**src/rtl/sevenseg_capture.sv**
```systemverilog
// Recovers hex digits from a multiplexed active-low seven-segment display by
// capturing each digit after it has been stable; optional decimal point via SEVENSEG_CAPTURE_DP_EN.
module sevenseg_capture #(
    parameter int N_DIGITS      = 8,
    parameter int STABLE_CYCLES = 4
) (
    input  logic                    clk,
    input  logic                    reset_n,
    input  logic [6:0]              segments_in,
    input  logic [N_DIGITS-1:0]     anodes_in,
    input  logic                    clear,
`ifdef SEVENSEG_CAPTURE_DP_EN
    input  logic                    dp_in,
    output logic [N_DIGITS-1:0]     dp_out,
`endif
    output logic [4*N_DIGITS-1:0]   digits_out,
    output logic [N_DIGITS-1:0]     valid_out,
    output logic [N_DIGITS-1:0]     err_out,
    output logic                    frame_done
);

    localparam int CW = $clog2(STABLE_CYCLES + 1);
    localparam int IW = $clog2(N_DIGITS);
    localparam logic [CW-1:0] STABLE_C = CW'(STABLE_CYCLES);

    typedef enum logic [1:0] {IDLE, TRACK, HOLD} state_t;

    state_t                  state_q, state_d;
    logic [CW-1:0]           cnt_q, cnt_d;
    logic [N_DIGITS-1:0]     anode_q, anode_d;
    logic [7:0]              smp_q, smp_d;
    logic [4*N_DIGITS-1:0]   digits_q, digits_d;
    logic [N_DIGITS-1:0]     valid_q, valid_d;
    logic [N_DIGITS-1:0]     err_q, err_d;
    logic [N_DIGITS-1:0]     seen_q, seen_d;
    logic                    frame_done_q, frame_done_d;
`ifdef SEVENSEG_CAPTURE_DP_EN
    logic [N_DIGITS-1:0]     dp_q, dp_d;
    logic                    dp_s;
    assign dp_s = dp_in;
`else
    logic                    dp_s;
    assign dp_s = 1'b1;
`endif

    function automatic logic [4:0] decode(input logic [6:0] seg);
        case (seg)
            7'b0000001: decode = {1'b1, 4'h0};
            7'b1001111: decode = {1'b1, 4'h1};
            7'b0010010: decode = {1'b1, 4'h2};
            7'b0000110: decode = {1'b1, 4'h3};
            7'b1001100: decode = {1'b1, 4'h4};
            7'b0100100: decode = {1'b1, 4'h5};
            7'b0100000: decode = {1'b1, 4'h6};
            7'b0001111: decode = {1'b1, 4'h7};
            7'b0000000: decode = {1'b1, 4'h8};
            7'b0000100: decode = {1'b1, 4'h9};
            7'b0001000: decode = {1'b1, 4'hA};
            7'b1100000: decode = {1'b1, 4'hB};
            7'b0110001: decode = {1'b1, 4'hC};
            7'b1000010: decode = {1'b1, 4'hD};
            7'b0110000: decode = {1'b1, 4'hE};
            7'b0111000: decode = {1'b1, 4'hF};
            default:    decode = {1'b0, 4'h0};
        endcase
    endfunction

    logic [N_DIGITS-1:0] an_low;
    logic                legal, same, capture;
    logic [IW-1:0]       idx;
    logic [7:0]          sample;
    logic [4:0]          dec;

    always_comb begin
        an_low  = ~anodes_in;
        legal   = (an_low != '0) && ((an_low & (an_low - 1'b1)) == '0);
        sample  = {dp_s, segments_in};
        same    = (anode_q == anodes_in) && (smp_q == sample);
        dec     = decode(segments_in);
        idx     = '0;
        for (int i = 0; i < N_DIGITS; i++)
            if (an_low[i]) idx = IW'(i);

        state_d      = state_q;
        cnt_d        = cnt_q;
        anode_d      = anode_q;
        smp_d        = smp_q;
        digits_d     = digits_q;
        valid_d      = valid_q;
        err_d        = err_q;
        capture      = 1'b0;
`ifdef SEVENSEG_CAPTURE_DP_EN
        dp_d         = dp_q;
`endif
        // A full mask reports the frame and restarts collection on the next edge.
        frame_done_d = &seen_q;
        seen_d       = frame_done_d ? '0 : seen_q;

        if (!legal) begin
            state_d = IDLE;
            cnt_d   = '0;
        end else if (state_q != IDLE && same) begin
            if (state_q == TRACK) begin
                cnt_d = (cnt_q >= STABLE_C) ? cnt_q : cnt_q + 1'b1;
                if (cnt_d == STABLE_C) begin
                    capture = 1'b1;
                    state_d = HOLD;
                end
            end
        end else begin
            anode_d = anodes_in;
            smp_d   = sample;
            cnt_d   = CW'(1);
            state_d = TRACK;
            if (STABLE_C == CW'(1)) begin
                capture = 1'b1;
                state_d = HOLD;
            end
        end

        if (capture) begin
            if (dec[4]) begin
                digits_d[idx*4 +: 4] = dec[3:0];
                valid_d[idx]         = 1'b1;
                err_d[idx]           = 1'b0;
                seen_d[idx]          = 1'b1;
`ifdef SEVENSEG_CAPTURE_DP_EN
                dp_d[idx]            = ~dp_s;
`endif
            end else if (segments_in != 7'h7F) begin
                err_d[idx] = 1'b1;
            end
        end

        if (clear) begin
            state_d      = IDLE;
            cnt_d        = '0;
            digits_d     = '0;
            valid_d      = '0;
            err_d        = '0;
            seen_d       = '0;
            frame_done_d = 1'b0;
`ifdef SEVENSEG_CAPTURE_DP_EN
            dp_d         = '0;
`endif
        end
    end

    always_ff @(posedge clk or negedge reset_n) begin
        if (!reset_n) begin
            state_q      <= IDLE;
            cnt_q        <= '0;
            anode_q      <= '1;
            smp_q        <= '1;
            digits_q     <= '0;
            valid_q      <= '0;
            err_q        <= '0;
            seen_q       <= '0;
            frame_done_q <= 1'b0;
`ifdef SEVENSEG_CAPTURE_DP_EN
            dp_q         <= '0;
`endif
        end else begin
            state_q      <= state_d;
            cnt_q        <= cnt_d;
            anode_q      <= anode_d;
            smp_q        <= smp_d;
            digits_q     <= digits_d;
            valid_q      <= valid_d;
            err_q        <= err_d;
            seen_q       <= seen_d;
            frame_done_q <= frame_done_d;
`ifdef SEVENSEG_CAPTURE_DP_EN
            dp_q         <= dp_d;
`endif
        end
    end

    assign digits_out = digits_q;
    assign valid_out  = valid_q;
    assign err_out    = err_q;
    assign frame_done = frame_done_q;
`ifdef SEVENSEG_CAPTURE_DP_EN
    assign dp_out     = dp_q;
`endif

endmodule

```
**config.mk**
```make
export PLATFORM = sky130hd
export DESIGN_NAME = sevenseg_capture
export DESIGN_NICKNAME = d
export VERILOG_FILES = /design/src/rtl/sevenseg_capture.sv
export SDC_FILE = /design/constraint.sdc
export NUM_CORES = 1
export LEC_CHECK = 0
export BUFFER_PORTS_ARGS = -buffer_cell sky130_fd_sc_hd__buf_2
export CAP_MARGIN = 20
export CORE_ASPECT_RATIO = 1.5
export CORE_MARGIN = 3
export CORE_UTILIZATION = 45
export DETAILED_ROUTE_END_ITERATION = 12
export GPL_TIMING_DRIVEN = 0
export PLACE_DENSITY = 0.65
export SYNTH_ARGS = -nofsm -noshare
export SYNTH_HDL_FRONTEND = slang
export SYNTH_SLANG_ARGS = --single-unit
```
**constraint.sdc**
```tcl
create_clock -name clk -period 2.3 [get_ports clk]
set_input_delay 0.115 -clock clk [delete_from_list [all_inputs] [get_ports clk]]
set_output_delay 0.115 -clock clk [all_outputs]
set_load 0.02 [all_outputs]
```
* Word level (Yosys, flattened, before mapping) *
Index checks and enable logic that the tools add are counted.

operators by class
  add/subtract/negate cells = 3
  multipliers = 0
  divide/modulo/power cells = 0
  order comparisons = 3
  equal/unequal tests = 22
  shifts and indexed selects = 2
  mux-type cells = 40
  bitwise logic cells = 8
  reductions and logical operators = 16

operators with widths
  kind                     count
  $mux 32                  3
  $mux 8                   11
  $pmux 5 s16              1
  $eq 7x6->1 const B       5
  $neg 5->34               1
  $shift 4x34->32 const A  1
  $shiftx 4x34->32         1
  $mux 3                   11
  $bwmux 32                1
  $eq 7x7->1 const B       4
  $or 8x8->8               3
  $and 8x8->8              2
  $not 8->8                2
  $eq 7x3->1 const B       2
  $eq 7x4->1 const B       2
  $mux 2                   5
  $eq 8x8->1               1
  $logic_not 8->1          1
  $ne 4x3->1 const B       2
  $reduce_and 2->1         4
  $reduce_and 8->1         1
  $reduce_bool 8->1        1
  $sub 8x1->8 const B      1
  $eq 7x1->1 const B       1
  16 further kinds         27

storage, ports and cells
  register bits after elaboration = 77
  bits in latches = 0
  RAM bits = 0
  ROM bits = 0
  output and inout port bits = 49
  logic and storage cells = 103
  memories kept = 0

* Depth between registers and ports, before layout *
  depth in word-level cells = 17
  gate-level depth with buffers = 13

* Worst setup path after synthesis *
No wires, ideal clock.

  path kind = input -> register
  start = input port anodes_in[2]
  end = register digits_q[15] (netlist: digits_out[15])
  library setup time = 0.081 ns
  arrival time = 2.678 ns
  data required time = 2.219 ns
  slack = -0.458 ns
  cell stages on the path = 13
  path buffers = 4
  cell sequence = buf_2 nand2b_1 a211oi_1 or2_1 buf_2 clkinv_1 ha_1 ha_1 clkbuf_1 nor4b_1 and4_1 clkbuf_1 mux2i_1

between the ends
  longest elaborated chain between the ends = 13

RTL lines
  item                                                        RTL line  source
  start, declared                                             10        input logic [N_DIGITS-1:0] anodes_in,
  $not 8->8                                                   75        an_low = ~anodes_in;
  $mux 3 (6 in series)                                        82        if (an_low[i]) idx = IW'(i);
  $neg 5->34                                                  123       digits_d[idx*4 +: 4] = dec[3:0];
  $shiftx 4x34->32 / $shift 4x34->32 (equally long branches)  123
  $bwmux 32                                                   123
  $mux 32                                                     122       if (dec[4]) begin
  $mux 32                                                     121       if (capture) begin
  $mux 32                                                     135       if (clear) begin
  end signal, assigned                                        168       digits_q <= digits_d;
  end, declared                                               32        logic [4*N_DIGITS-1:0] digits_q, digits_d;

Parallel ways exist; a longest one is shown, timed or not. The select of a mux whose other input is x is not followed.
A chain may end at the register's enable or synchronous reset.

* Worst setup path in the final report *
  start = register anode_q[2]
  end = register digits_q[2] (netlist: digits_out[2])

between the ends
  longest elaborated chain between the ends = 7

RTL lines
  item                                RTL line  source
  start, declared                     30        logic [N_DIGITS-1:0] anode_q, anode_d;
  start signal, assigned              166       anode_q <= anode_d;
  $eq 8x8->1                          78        same = (anode_q == anodes_in) && (smp_q == sample);
  $logic_and 1x1->1                   78
  $logic_and 1x1->1                   102       end else if (state_q != IDLE && same) begin
  $mux 1                              102
  $mux 1                              99        if (!legal) begin
  $reduce_bool 2->1 (no source line)  n/a
  $reduce_and 2->1 (no source line)   n/a

Every way passes these cells.

==> results.json <==
{
  "outcome": "complete, but fails checks",
  "violations": "negative setup slack",
  "cp.arrival_ns": 2.60,
  "setup_viol": 17,
  "worst-r2r-cell-count": 7,
  "final_area_mm2": 0.00548,
  "unrepaired_setup_endpoints_after_global_routing": "true",
  "total_power_mw": 3.71,
  "critPathMaxFanout": 5,
  "synth_area_per_cell_um2": 10.1,
  "via_per_inst": 5.65,
  "post_synth_inst_count": 417,
  "number_of_enable_type_register_cells_in_the_synthesized_netlist": 0,
  "final_net_count": 527,
  "yosysSeqAreaShare_pct": 46.4,
  "drt_iter0_drc": 272,
  "timing.max_slew.rel_slack_pct": 38.3,
  "synth.net_count": 440,
  "yosysWarningCount": 0,
  "dr.pass1.iters": 4,
  "max_freq_mhz": 426,
  "drc": 0,
  "grt_overflow": 0,
  "grt_first_pass_wirelength_um": 17700,
  "cts-buffers-inserted": 9,
  "period_minus_slack_ns": 2.35,
  "core_area_mm2": 0.00893,
  "fin_setup_tns_ns": -0.388,
  "yosys_register_bits": 77,
  "ir_worst_vdd_mv": 0.502,
  "dp.final_hpwl_um": 7680,
  "clkSlewWorstSetupHoldPaths_ns": 0.06,
  "pin_count_of_the_biggest_net_entering_global_routing": 56,
  "clock-sinks": 77,
  "clock_tree.buffer_depth": 2,
  "final_layout_size_suffix_gt1_share_pct": 40.1,
  "crit_required_ns": 2.55,
  "synth_largest_type_area_fraction_pct": 37.0,
  "netlist_cell_types": 56,
  "drtAntennaViolNets": 0,
  "postLayoutSetupSlackWorst_ns": -0.0474,
  "placedInstanceArea_mm2": 0.00475,
  "stdcell_count": 619,
  "starting_density_pct": 47.0,
  "grt_pass1_vias": 3568,
  "p_leak_nw": 2.46,
  "die_y_um": 124,
  "tritoncts_clock_tree": "done",
  "drv.max_cap_violation_count": 0,
  "ys_top_cells_by_area": "sky130_fd_sc_hd__dfrtp_1 (37%), sky130_fd_sc_hd__dfstp_2 (9.4%), sky130_fd_sc_hd__mux2i_1 (5.7%)",
  "final_hold_viol_count": 0,
  "core.rowCount": 42,
  "timing.final.crit_share_pct": 102,
  "postSynth.topFlopCell": "sky130_fd_sc_hd__dfrtp_1",
  "r2r_slack_ns": -0.05,
  "synth_top_cell_by_area": "sky130_fd_sc_hd__dfrtp_1",
  "cells_on_worst_hold_path": 2,
  "post-synth-top-count-cell": "sky130_fd_sc_hd__dfrtp_1",
  "worst_setup_path_end_kind": "flop",
  "hold_class": "in -> reg",
  "clock_insertion_delay_worst_skew_ns": 0.34,
  "floorplan.io_pins": 67,
  "post-place-ws_ns": -0.537,
  "design.die.area_mm2": 0.0105,
  "global_route.usage.total_pct": 20.7,
  "max_slew.worst_pin.slew_ns": 0.918,
  "grt_antenna_before_repair": 0,
  "cts-root-buf": "sky130_fd_sc_hd__clkbuf_16",
  "numPlacedInstances": 588,
  "die_extent_in_x_um": 84.8,
  "htree_levels": 3,
  "fin_skew_ns": 0.00686,
  "setup.worst_path.class": "reg -> reg",
  "post_synth_most_frequent_cells": "sky130_fd_sc_hd__dfrtp_1 (62), sky130_fd_sc_hd__nand2_1 (51), sky130_fd_sc_hd__mux2i_1 (24)",
  "synthToLayoutAreaGrowth_pct": 30.6,
  "port_buffers": 60,
  "routed_wirelength_um": 10900,
  "num_vias": 3496,
  "power_density_mw_per_mm2": 677,
  "timing_max_transition_violations_final": 0,
  "num_antenna_cells": 0,
  "startpoint_type": "flop",
  "summed_instance_area_of_the_synthesized_netlist_mm2": 0.00420,
  "place.gp.congestion": 0.833,
  "synth-async-reset-ratio_pct": 100,
  "wl_per_cell_um": 17.6
}
[kinds of logic after synthesis]
logic type	share of synthesized area [%]
multiplexers	10.0
AO/OA/AOI/OAI	12.0
XOR/XNOR	3.76
buffers and inverters	5.79
AND/OR/NAND/NOR	20.6
flip-flops	46.4
adder cells (fa/ha/maj)	1.49
[cell usage in the layout (no fill, tap or decap), types with 4 or more instances in the layout]
cell / netlist / layout
sky130_fd_sc_hd__a21oi_1: 22 / 9
sky130_fd_sc_hd__o21ai_0: 7 / 6
sky130_fd_sc_hd__dfstp_2: 15 / 15
sky130_fd_sc_hd__a211oi_1: 7 / 5
sky130_fd_sc_hd__dfrtp_1: 62 / 62
sky130_fd_sc_hd__buf_4: 3 / 21
sky130_fd_sc_hd__a31oi_1: 9 / 7
sky130_fd_sc_hd__mux2i_1: 24 / 24
sky130_fd_sc_hd__nor2_1: 18 / 16
sky130_fd_sc_hd__and3_1: 5 / 4
sky130_fd_sc_hd__mux2_2: 16 / 16
sky130_fd_sc_hd__nand4_1: 10 / 10
sky130_fd_sc_hd__o2bb2ai_1: 5 / 5
sky130_fd_sc_hd__nand2_1: 51 / 51
sky130_fd_sc_hd__xor2_1: 16 / 12
sky130_fd_sc_hd__buf_6: 3 / 6
sky130_fd_sc_hd__xor2_2: 0 / 4
sky130_fd_sc_hd__clkbuf_1: 17 / 12
sky130_fd_sc_hd__nor3_1: 9 / 7
sky130_fd_sc_hd__nor4b_4: 1 / 4
sky130_fd_sc_hd__nand3_2: 0 / 4
sky130_fd_sc_hd__clkbuf_16: 0 / 9
sky130_fd_sc_hd__nor4_1: 4 / 4
sky130_fd_sc_hd__nand2b_1: 6 / 6
sky130_fd_sc_hd__nor2b_1: 5 / 5
sky130_fd_sc_hd__a22o_1: 4 / 4
sky130_fd_sc_hd__nand3_1: 10 / 6
sky130_fd_sc_hd__nor4_4: 3 / 5
sky130_fd_sc_hd__buf_2: 11 / 67
sky130_fd_sc_hd__a21oi_2: 0 / 13
sky130_fd_sc_hd__inv_1: 16 / 14
[timing repair]
action,4_1_cts,5_1_grt
hold endpoints to repair,22,0
gates resized for setup,20,38
hold buffers,1,0
gates cloned,0,1
setup buffers,13,4
pin swaps,11,22
setup endpoints to repair,66,66
[flip-flops by register name, indices dropped and copies added (netlist names)]
| register | cells |
|---|---|
| err_out | 8 |
| anode_q | 8 |
| state_q | 2 |
| valid_out | 8 |
| digits_out | 32 |
| smp_q | 7 |
| frame_done | 1 |
| cnt_q | 3 |
| seen_q | 8 |
[routing by layer]
metal	vias to the layer above	part of all wire [%]	global-route usage, %
met5	-	0	0
met4	0	2.2	7.08
met3	20	3.7	4.50
met2	85	52	35.1
met1	1744	42	26.0
li1	1647	-	-
[critical path: stages, from the launching register on]
cell	delay (ns)
sky130_fd_sc_hd__dfstp_2	0.55
sky130_fd_sc_hd__xor2_2	0.08
sky130_fd_sc_hd__nor4_4	0.37
sky130_fd_sc_hd__nand4_4	0.14
sky130_fd_sc_hd__or4_4	0.49
sky130_fd_sc_hd__nor4b_4	0.26
sky130_fd_sc_hd__buf_4	0.19
sky130_fd_sc_hd__mux2i_1	0.19
[stage by stage]
step,hold WS (ns),util (%)
2_1_floorplan,-0.181,-
3_3_place_gp,0.429,52.8
3_5_place_dp,0.0430,53.1
4_1_cts,0.0933,59.0
5_1_grt,0.112,61.3
6_report,0.109,61.3
[final timing paths]
path,startpoint,end
max,anode_q[2]$_DFFE_PN1P_,digits_out[2]$_DFFE_PN0P_
min,anodes_in[0],anode_q[0]$_DFFE_PN1P_
max reg2reg,anode_q[2]$_DFFE_PN1P_,digits_out[2]$_DFFE_PN0P_
min reg2reg,digits_out[21]$_DFFE_PN0P_,digits_out[21]$_DFFE_PN0P_
max in group asynchronous,reset_n,anode_q[2]$_DFFE_PN1P_
min in group asynchronous,reset_n,digits_out[16]$_DFFE_PN0P_
[where the power goes]
group / switching [mW] / internal, mW / leakage, nW
Clock: 0.558 / 1.09 / 0.170
Sequential: 0.0584 / 1.49 / 1.02
Combinational: 0.304 / 0.203 / 1.27
[cell type report]
type | count | area (um^2)
well taps | 110 | 138
flip-flops and latches | 77 | 1950
repair buffers | 80 | 477
clock buffers | 11 | 243
multi-input cells | 288 | 2300
plain buffers | 30 | 195
fillers | 764 | 3460
inverters | 18 | 72.6
clock inverters | 5 | 108
Power figures use the tool's default switching activity.
